### config.mk
export PLATFORM = sky130hd
export DESIGN_NAME = uu_rd_tracker
export DESIGN_NICKNAME = d
export VERILOG_FILES = /design/src/rtl/uu_tracker_pkg.sv /design/src/rtl/uu_slot.sv /design/src/rtl/uu_rd_tracker.sv
export SDC_FILE = /design/constraint.sdc
export NUM_CORES = 1
export LEC_CHECK = 0
export CAP_MARGIN = 15
export CORE_MARGIN = 5
export CORE_UTILIZATION = 35
export CTS_BUF_LIST = sky130_fd_sc_hd__clkbuf_8
export DETAILED_ROUTE_END_ITERATION = 8
export GPL_TIMING_DRIVEN = 0
export SETUP_SLACK_MARGIN = 0.02
export SLEW_MARGIN = 20
export SYNTH_ARGS = -nofsm -noshare
export SYNTH_HDL_FRONTEND = slang
export SYNTH_HIERARCHICAL = 1
export SYNTH_SLANG_ARGS = --single-unit
### constraint.sdc
create_clock -name clk_i -period 2.16 [get_ports clk_i]
set_input_delay 0.432 -clock clk_i [delete_from_list [all_inputs] [get_ports clk_i]]
set_output_delay 0.432 -clock clk_i [all_outputs]
set_load 0.02 [all_outputs]
### src/rtl/uu_tracker_pkg.sv
// Shared types and default widths for the multi-cycle unit rd tracker.
// Slot state encodings and the per-slot record live here.
package uu_tracker_pkg;

  localparam int UU_NUM_RDS = 9;
  localparam int UU_RD_W    = 5;
  localparam int UU_INT_RDS = 2;
  localparam int UU_WDOG_W  = 6;

  typedef enum logic [1:0] {
    IDLE   = 2'd0,
    BUSY   = 2'd1,
    KILLED = 2'd2
  } slot_state_e;

  typedef struct packed {
    slot_state_e          state;
    logic [UU_RD_W-1:0]   rd;
    logic                 reg_write;
    logic                 fp_reg_write;
    logic [UU_WDOG_W-1:0] wdog;
  } slot_t;

endpackage

### src/rtl/uu_slot.sv
// One tracked unit slot: ownership FSM, rd/type latches, watchdog.
// Events are combinational; the top registers the falling pulses.
module uu_slot
  import uu_tracker_pkg::*;
#(
  parameter bit INT_ONLY = 1'b0
) (
  input  logic               clk_i,
  input  logic               reset_i,
  input  logic               issue_i,
  input  logic [UU_RD_W-1:0] rd_i,
  input  logic               reg_write_i,
  input  logic               fp_reg_write_i,
  input  logic               done_i,
  input  logic               clear_i,
  output logic [UU_RD_W-1:0] rd_o,
  output logic               busy_o,
  output logic               reg_write_o,
  output logic               fp_reg_write_o,
  output logic               wb_en_o,
  output logic               conflict_o,
  output logic               fall_o,
  output logic               fall_int_o,
  output logic               hang_o
);

  slot_t s_q, s_d;
  logic  hang_q, hang_d;
  logic  load;
  logic  active;

  assign active = (s_q.state != IDLE);

  always_ff @(posedge clk_i or posedge reset_i) begin
    if (reset_i) begin
      s_q    <= '0;
      hang_q <= 1'b0;
    end else begin
      s_q    <= s_d;
      hang_q <= hang_d;
    end
  end

  always_comb begin
    s_d  = s_q;
    load = 1'b0;
    unique case (s_q.state)
      IDLE: begin
        if (issue_i) load = 1'b1;
      end
      BUSY: begin
        if (done_i && issue_i) load = 1'b1;
        else if (done_i)       s_d.state = IDLE;
        else if (clear_i)      s_d.state = KILLED;
      end
      KILLED: begin
        if (done_i && issue_i) load = 1'b1;
        else if (done_i)       s_d.state = IDLE;
      end
      default: s_d.state = IDLE;
    endcase

    if (load) begin
      s_d.state        = BUSY;
      s_d.rd           = rd_i;
      s_d.reg_write    = reg_write_i;
      s_d.fp_reg_write = fp_reg_write_i & ~INT_ONLY;
      s_d.wdog         = '0;
    end else if (s_d.state == IDLE) begin
      s_d.wdog = '0;
    end else if (s_q.wdog != '1) begin
      s_d.wdog = s_q.wdog + 1'b1;
    end

    // hang is sticky; only reset clears it
    hang_d = hang_q | (s_d.wdog == '1);
  end

  assign rd_o           = s_q.rd;
  assign busy_o         = active;
  assign reg_write_o    = s_q.reg_write;
  assign fp_reg_write_o = s_q.fp_reg_write;
  assign hang_o         = hang_q;

  assign wb_en_o    = done_i & (s_q.state == BUSY) & ~clear_i;
  assign conflict_o = issue_i & active & ~done_i;
  assign fall_o     = active & done_i & ~issue_i;
  assign fall_int_o = fall_o & s_q.reg_write & ~s_q.fp_reg_write
                    & ~INT_ONLY;

endmodule

### src/rtl/uu_rd_tracker.sv
// Destination-register ownership tracker for multi-cycle units.
// Feeds the WAW clear decoder and the hazard unit.
module uu_rd_tracker
  import uu_tracker_pkg::*;
#(
  parameter int NUM_RDS       = UU_NUM_RDS,
  parameter int RD_ADDR_WIDTH = UU_RD_W,
  parameter int INT_UU_RDS    = UU_INT_RDS,
  parameter int WDOG_WIDTH    = UU_WDOG_W
) (
  input  logic                                  clk_i,
  input  logic                                  reset_i,
  input  logic                                  issue_valid_i,
  input  logic [NUM_RDS-1:0]                    issue_unit_i,
  input  logic [RD_ADDR_WIDTH-1:0]              issue_rd_i,
  input  logic                                  issue_reg_write_i,
  input  logic                                  issue_fp_reg_write_i,
  input  logic [NUM_RDS-1:0]                    unit_done_i,
  input  logic [NUM_RDS-1:0]                    clear_rd_i,
  output logic [NUM_RDS-1:0][RD_ADDR_WIDTH-1:0] rd_used_o,
  output logic [NUM_RDS-1:0]                    rd_busy_o,
  output logic [NUM_RDS-1:0]                    reg_write_unit_o,
  output logic [NUM_RDS-1:0]                    fp_reg_write_unit_o,
  output logic [NUM_RDS-1:0]                    wb_en_o,
  output logic                                  rd_busy_falling_o,
  output logic                                  fp_rd_is_int_falling_o,
  output logic [NUM_RDS-1:0]                    hang_o,
  output logic                                  issue_conflict_o
);

  // slot_t is sized from the package widths
  if (RD_ADDR_WIDTH != UU_RD_W || WDOG_WIDTH != UU_WDOG_W) begin : g_bad_w
    $error("uu_rd_tracker: widths must match uu_tracker_pkg");
  end

  logic [NUM_RDS-1:0] conflict;
  logic [NUM_RDS-1:0] fall;
  logic [NUM_RDS-1:0] fall_int;
  logic               fall_q, fall_d;
  logic               fall_int_q, fall_int_d;

  for (genvar i = 0; i < NUM_RDS; i++) begin : g_slot
    uu_slot #(
      .INT_ONLY (i < INT_UU_RDS)
    ) u_slot (
      .clk_i          (clk_i),
      .reset_i        (reset_i),
      .issue_i        (issue_valid_i & issue_unit_i[i]),
      .rd_i           (issue_rd_i),
      .reg_write_i    (issue_reg_write_i),
      .fp_reg_write_i (issue_fp_reg_write_i),
      .done_i         (unit_done_i[i]),
      .clear_i        (clear_rd_i[i]),
      .rd_o           (rd_used_o[i]),
      .busy_o         (rd_busy_o[i]),
      .reg_write_o    (reg_write_unit_o[i]),
      .fp_reg_write_o (fp_reg_write_unit_o[i]),
      .wb_en_o        (wb_en_o[i]),
      .conflict_o     (conflict[i]),
      .fall_o         (fall[i]),
      .fall_int_o     (fall_int[i]),
      .hang_o         (hang_o[i])
    );
  end

  assign fall_d     = |fall;
  assign fall_int_d = |fall_int;

  always_ff @(posedge clk_i or posedge reset_i) begin
    if (reset_i) begin
      fall_q     <= 1'b0;
      fall_int_q <= 1'b0;
    end else begin
      fall_q     <= fall_d;
      fall_int_q <= fall_int_d;
    end
  end

  assign rd_busy_falling_o      = fall_q;
  assign fp_rd_is_int_falling_o = fall_int_q;
  assign issue_conflict_o       = |conflict;

endmodule

==> summary.txt <==
Tcrit/Tclk final - 1.01
overall routing resource usage - 0.157
DR WL met3 - 945 um
worst hold start - g_slot[1].u_slot/hang_o
Final setup viols - 1
CTS Root Cell - clkbuf_8
switching part of the total - 0.389
CP required - 1730 ps
H-tree lvl count - 4
metal1 wirelength - 9880 um
Starting Density - 0.357
pre-CTS setup slack - -1400 ps
RSZ-0062 raised after global routing - true
die area - 26400 um2
WL/cell - 16.2 um
antenna violations before repair - 0
routed length on met2 - 9610 um
share of cells above drive strength 1 - 0.268
Final min period - 2190 ps
Yosys top cell by area - dfrtp_1
Worst EP arrival - 1760 ps
R2R Setup Slk - 80 ps
HPWL after DPL - 14700 um
CTS Buffer Depth - 2
ANT nets after route - 0
Flop pwr share - 0.313
Area Growth Syn to Fin - 29.5%
Post-Route Skew - 16.5 ps
Synth cell types - 51
Max-slew headroom - 0.475
Rows - 55
kind of critical path - flop to output port
synth warn - 6
GRT overflow - 0
worst flop-to-flop path endpoint - g_slot[3].u_slot/s_q[4]
max-slew violations - 0
TritonCTS clock tree - yes
Reg-to-Reg Start - g_slot[3].u_slot/s_q[13]
Async SR Flop Fraction - 1.00
status - complete, but fails checks
io pins - 130
Clk pwr share - 0.156
CP Max Fanout - 4
Post-Synthesis Cells - 777
Max IR drop VDD - 0.749 mV
FMAX - 457 MHz
max_cap viols - 0
clock latency on the worst-skew pair - 450 ps
hold slack - 470 ps
Num CTS Buffers - 17
drt drc - 0
failing checks - negative setup slack
cell area after technology mapping - 8140 um2
Max Used Layer - met4
pin count of the biggest net entering global routing - 17
Die Ht - 162 um
Psw - 5260 uW
EDFF count, synth - 0
n_diodes - 0
synthesized area per cell - 10.5 um2
most frequent cell after synthesis - dfrtp_1
final setup margin - -28.0 ps
ys flop type - dfrtp_1
cell depth of the worst flop-to-flop path - 7
Yosys top cell area share - 0.443
Fill cells - 2203
vias - 6280
final hold violation count - 0
top cells by count, synth - dfrtp_1 (144), nor2_1 (73), mux2_2 (63), inv_1 (60), buf_4 (49)
LEAKAGE - 0.00455 uW
hold crit path type - flop to flop
sequential share of the synthesized area - 0.443
pwr/cell area - 1280 nW/um2
Crit. End Element - output port
vias in the first global route - 6099
area of the core - 22800 um2
Via density - 4.93
nets - 1029
Clock Sinks - 144
Routed Wire Length - 20600 um
Reg clk slew, reported paths - 80 ps
Hold-fix buffers, CTS - 0
DR iter-0 viols - 303
hold path cells - 2
Synth Register Bits - 144
global-route wire length before repair - 32300 um
TritonRoute pass-1 iters - 4
WHS Endpoint - g_slot[1].u_slot/hang_o
port buffer count - 127
Comb power frac - 0.531
crit path launch type - flop
dominant cells by area after synthesis - dfrtp_1 (44%), mux2_2 (8.7%), ha_1 (6.9%)
die width - 162 um
Worst-Margin Slew - 785 ps
Int Pwr - 8270 uW
Placer Congestion - 0.828
[metrics by stage]
| stage | std cells | instance area [um2] | util | TNS [ps] | power, uW |
|---|---|---|---|---|---|
| floorplan | 779 | 8140 | - | 0 | 8400 |
| global placement | 1219 | 9810 | 0.431 | -100560 | 10800 |
| detailed placement | 1219 | 9810 | 0.431 | -100190 | 10900 |
| CTS | 1256 | 10300 | 0.453 | -156 | 13200 |
| global route | 1273 | 10500 | 0.463 | -161 | 14500 |
| finish | 1273 | 10500 | 0.463 | -28.0 | 13500 |
[power groups by stage]
stage	clock network (uW)	registers (uW)	logic, uW
after floorplan	0	4280	4120
after global placement	0	4280	6530
after detailed placement	0	4290	6590
after CTS	2210	4240	6720
after global routing	2320	4360	7820
final	2110	4240	7180
[state kept, by name, summed over array words and instances, names as in the netlist]
name / cells
rd_busy_falling_o: 1
g_slot.u_slot/rd_o: 45
g_slot.u_slot/s_q: 72
fp_rd_is_int_falling_o: 1
g_slot.u_slot/hang_o: 9
g_slot.u_slot/reg_write_o: 9
g_slot.u_slot/fp_reg_write_o: 7
[repair_timing]
item | 4_1_cts | 5_1_grt
endpoints found under the setup margin | 153 | 83
pin swaps | 5 | 13
setup buffers | 5 | 17
gates resized for setup | 71 | 44
[layer usage]
metal,vias up,global-route usage
li1,3054,-
met1,3083,0.217
met2,131,0.245
met3,12,0.0377
met4,0,0.0450
met5,-,0
[worst max-delay path by stage]
stage                              from                       to  slack [ps]  cells after the start
6_report       g_slot[7].u_slot/s_q[13]         issue_conflict_o         -30                      6
3_5_place_dp              issue_valid_i         issue_conflict_o       -1400                      6
4_1_cts        g_slot[5].u_slot/s_q[14]         issue_conflict_o        -160                      6
3_3_place_gp              issue_valid_i         issue_conflict_o       -1390                      6
2_1_floorplan  g_slot[2].u_slot/s_q[13]  g_slot[2].u_slot/hang_o         300                      6
5_1_grt        g_slot[7].u_slot/s_q[13]         issue_conflict_o        -160                      6
[cells by family after synthesis]
| family | Yosys count | synth area share |
|---|---|---|
| AND/OR/NAND/NOR | 286 | 0.202 |
| flip-flops | 144 | 0.443 |
| buffers and inverters | 111 | 0.0741 |
| AO/OA/AOI/OAI | 100 | 0.0950 |
| multiplexers | 70 | 0.0958 |
| adder cells (fa/ha/maj) | 45 | 0.0692 |
| XOR/XNOR | 19 | 0.0205 |
| other | 2 | 0.000923 |
[worst max-delay path, stage by stage, from the launching register on]
cell and delay (ps):
dfrtp_1 420, inv_2 90, ha_4 160, nor3b_4 60, nor4_2 300, nand3_1 120, buf_6 150
[final cells by class]
class / count / area [um2] / area share
multi-input cells: 524 / 4160 / 0.395
inverters: 60 / 225 / 0.0214
clock inverters: 14 / 144 / 0.0137
flip-flops and latches: 144 / 3600 / 0.342
repair buffers: 149 / 1390 / 0.132
clock buffers: 18 / 248 / 0.0235
plain buffers: 51 / 378 / 0.0358
well taps: 313 / 392 / 0.0372
[layout by cell type (no fill, tap or decap), drive strengths merged, types with 3 or more instances in the layout]
cell           instances
o41ai                  7
xnor2                  7
dlygate4sd2            8
clkinvlp               3
or3b                   9
xor2                  12
nand2                 38
clkbuf                21
nor3b                 33
mux2i                  7
o21ai                 22
a21oi                 19
inv                   63
a2bb2oi                7
and4b                  4
or2                    7
nor4bb                13
nor2                  73
a21boi                 5
a2111o                 7
conb                   4
nand3                 28
a311oi                 4
and3b                  4
a21o                   8
nor3                  42
mux2                  63
nand2b                 5
and2                   9
clkdlybuf4s50        107
buf                   80
a31oi                 11
ha                    45
o311ai                 5
dfrtp                144
nor4                  10
and3                   4
clkinv                 6
No activity file was read; power rests on OpenSTA's default activity.
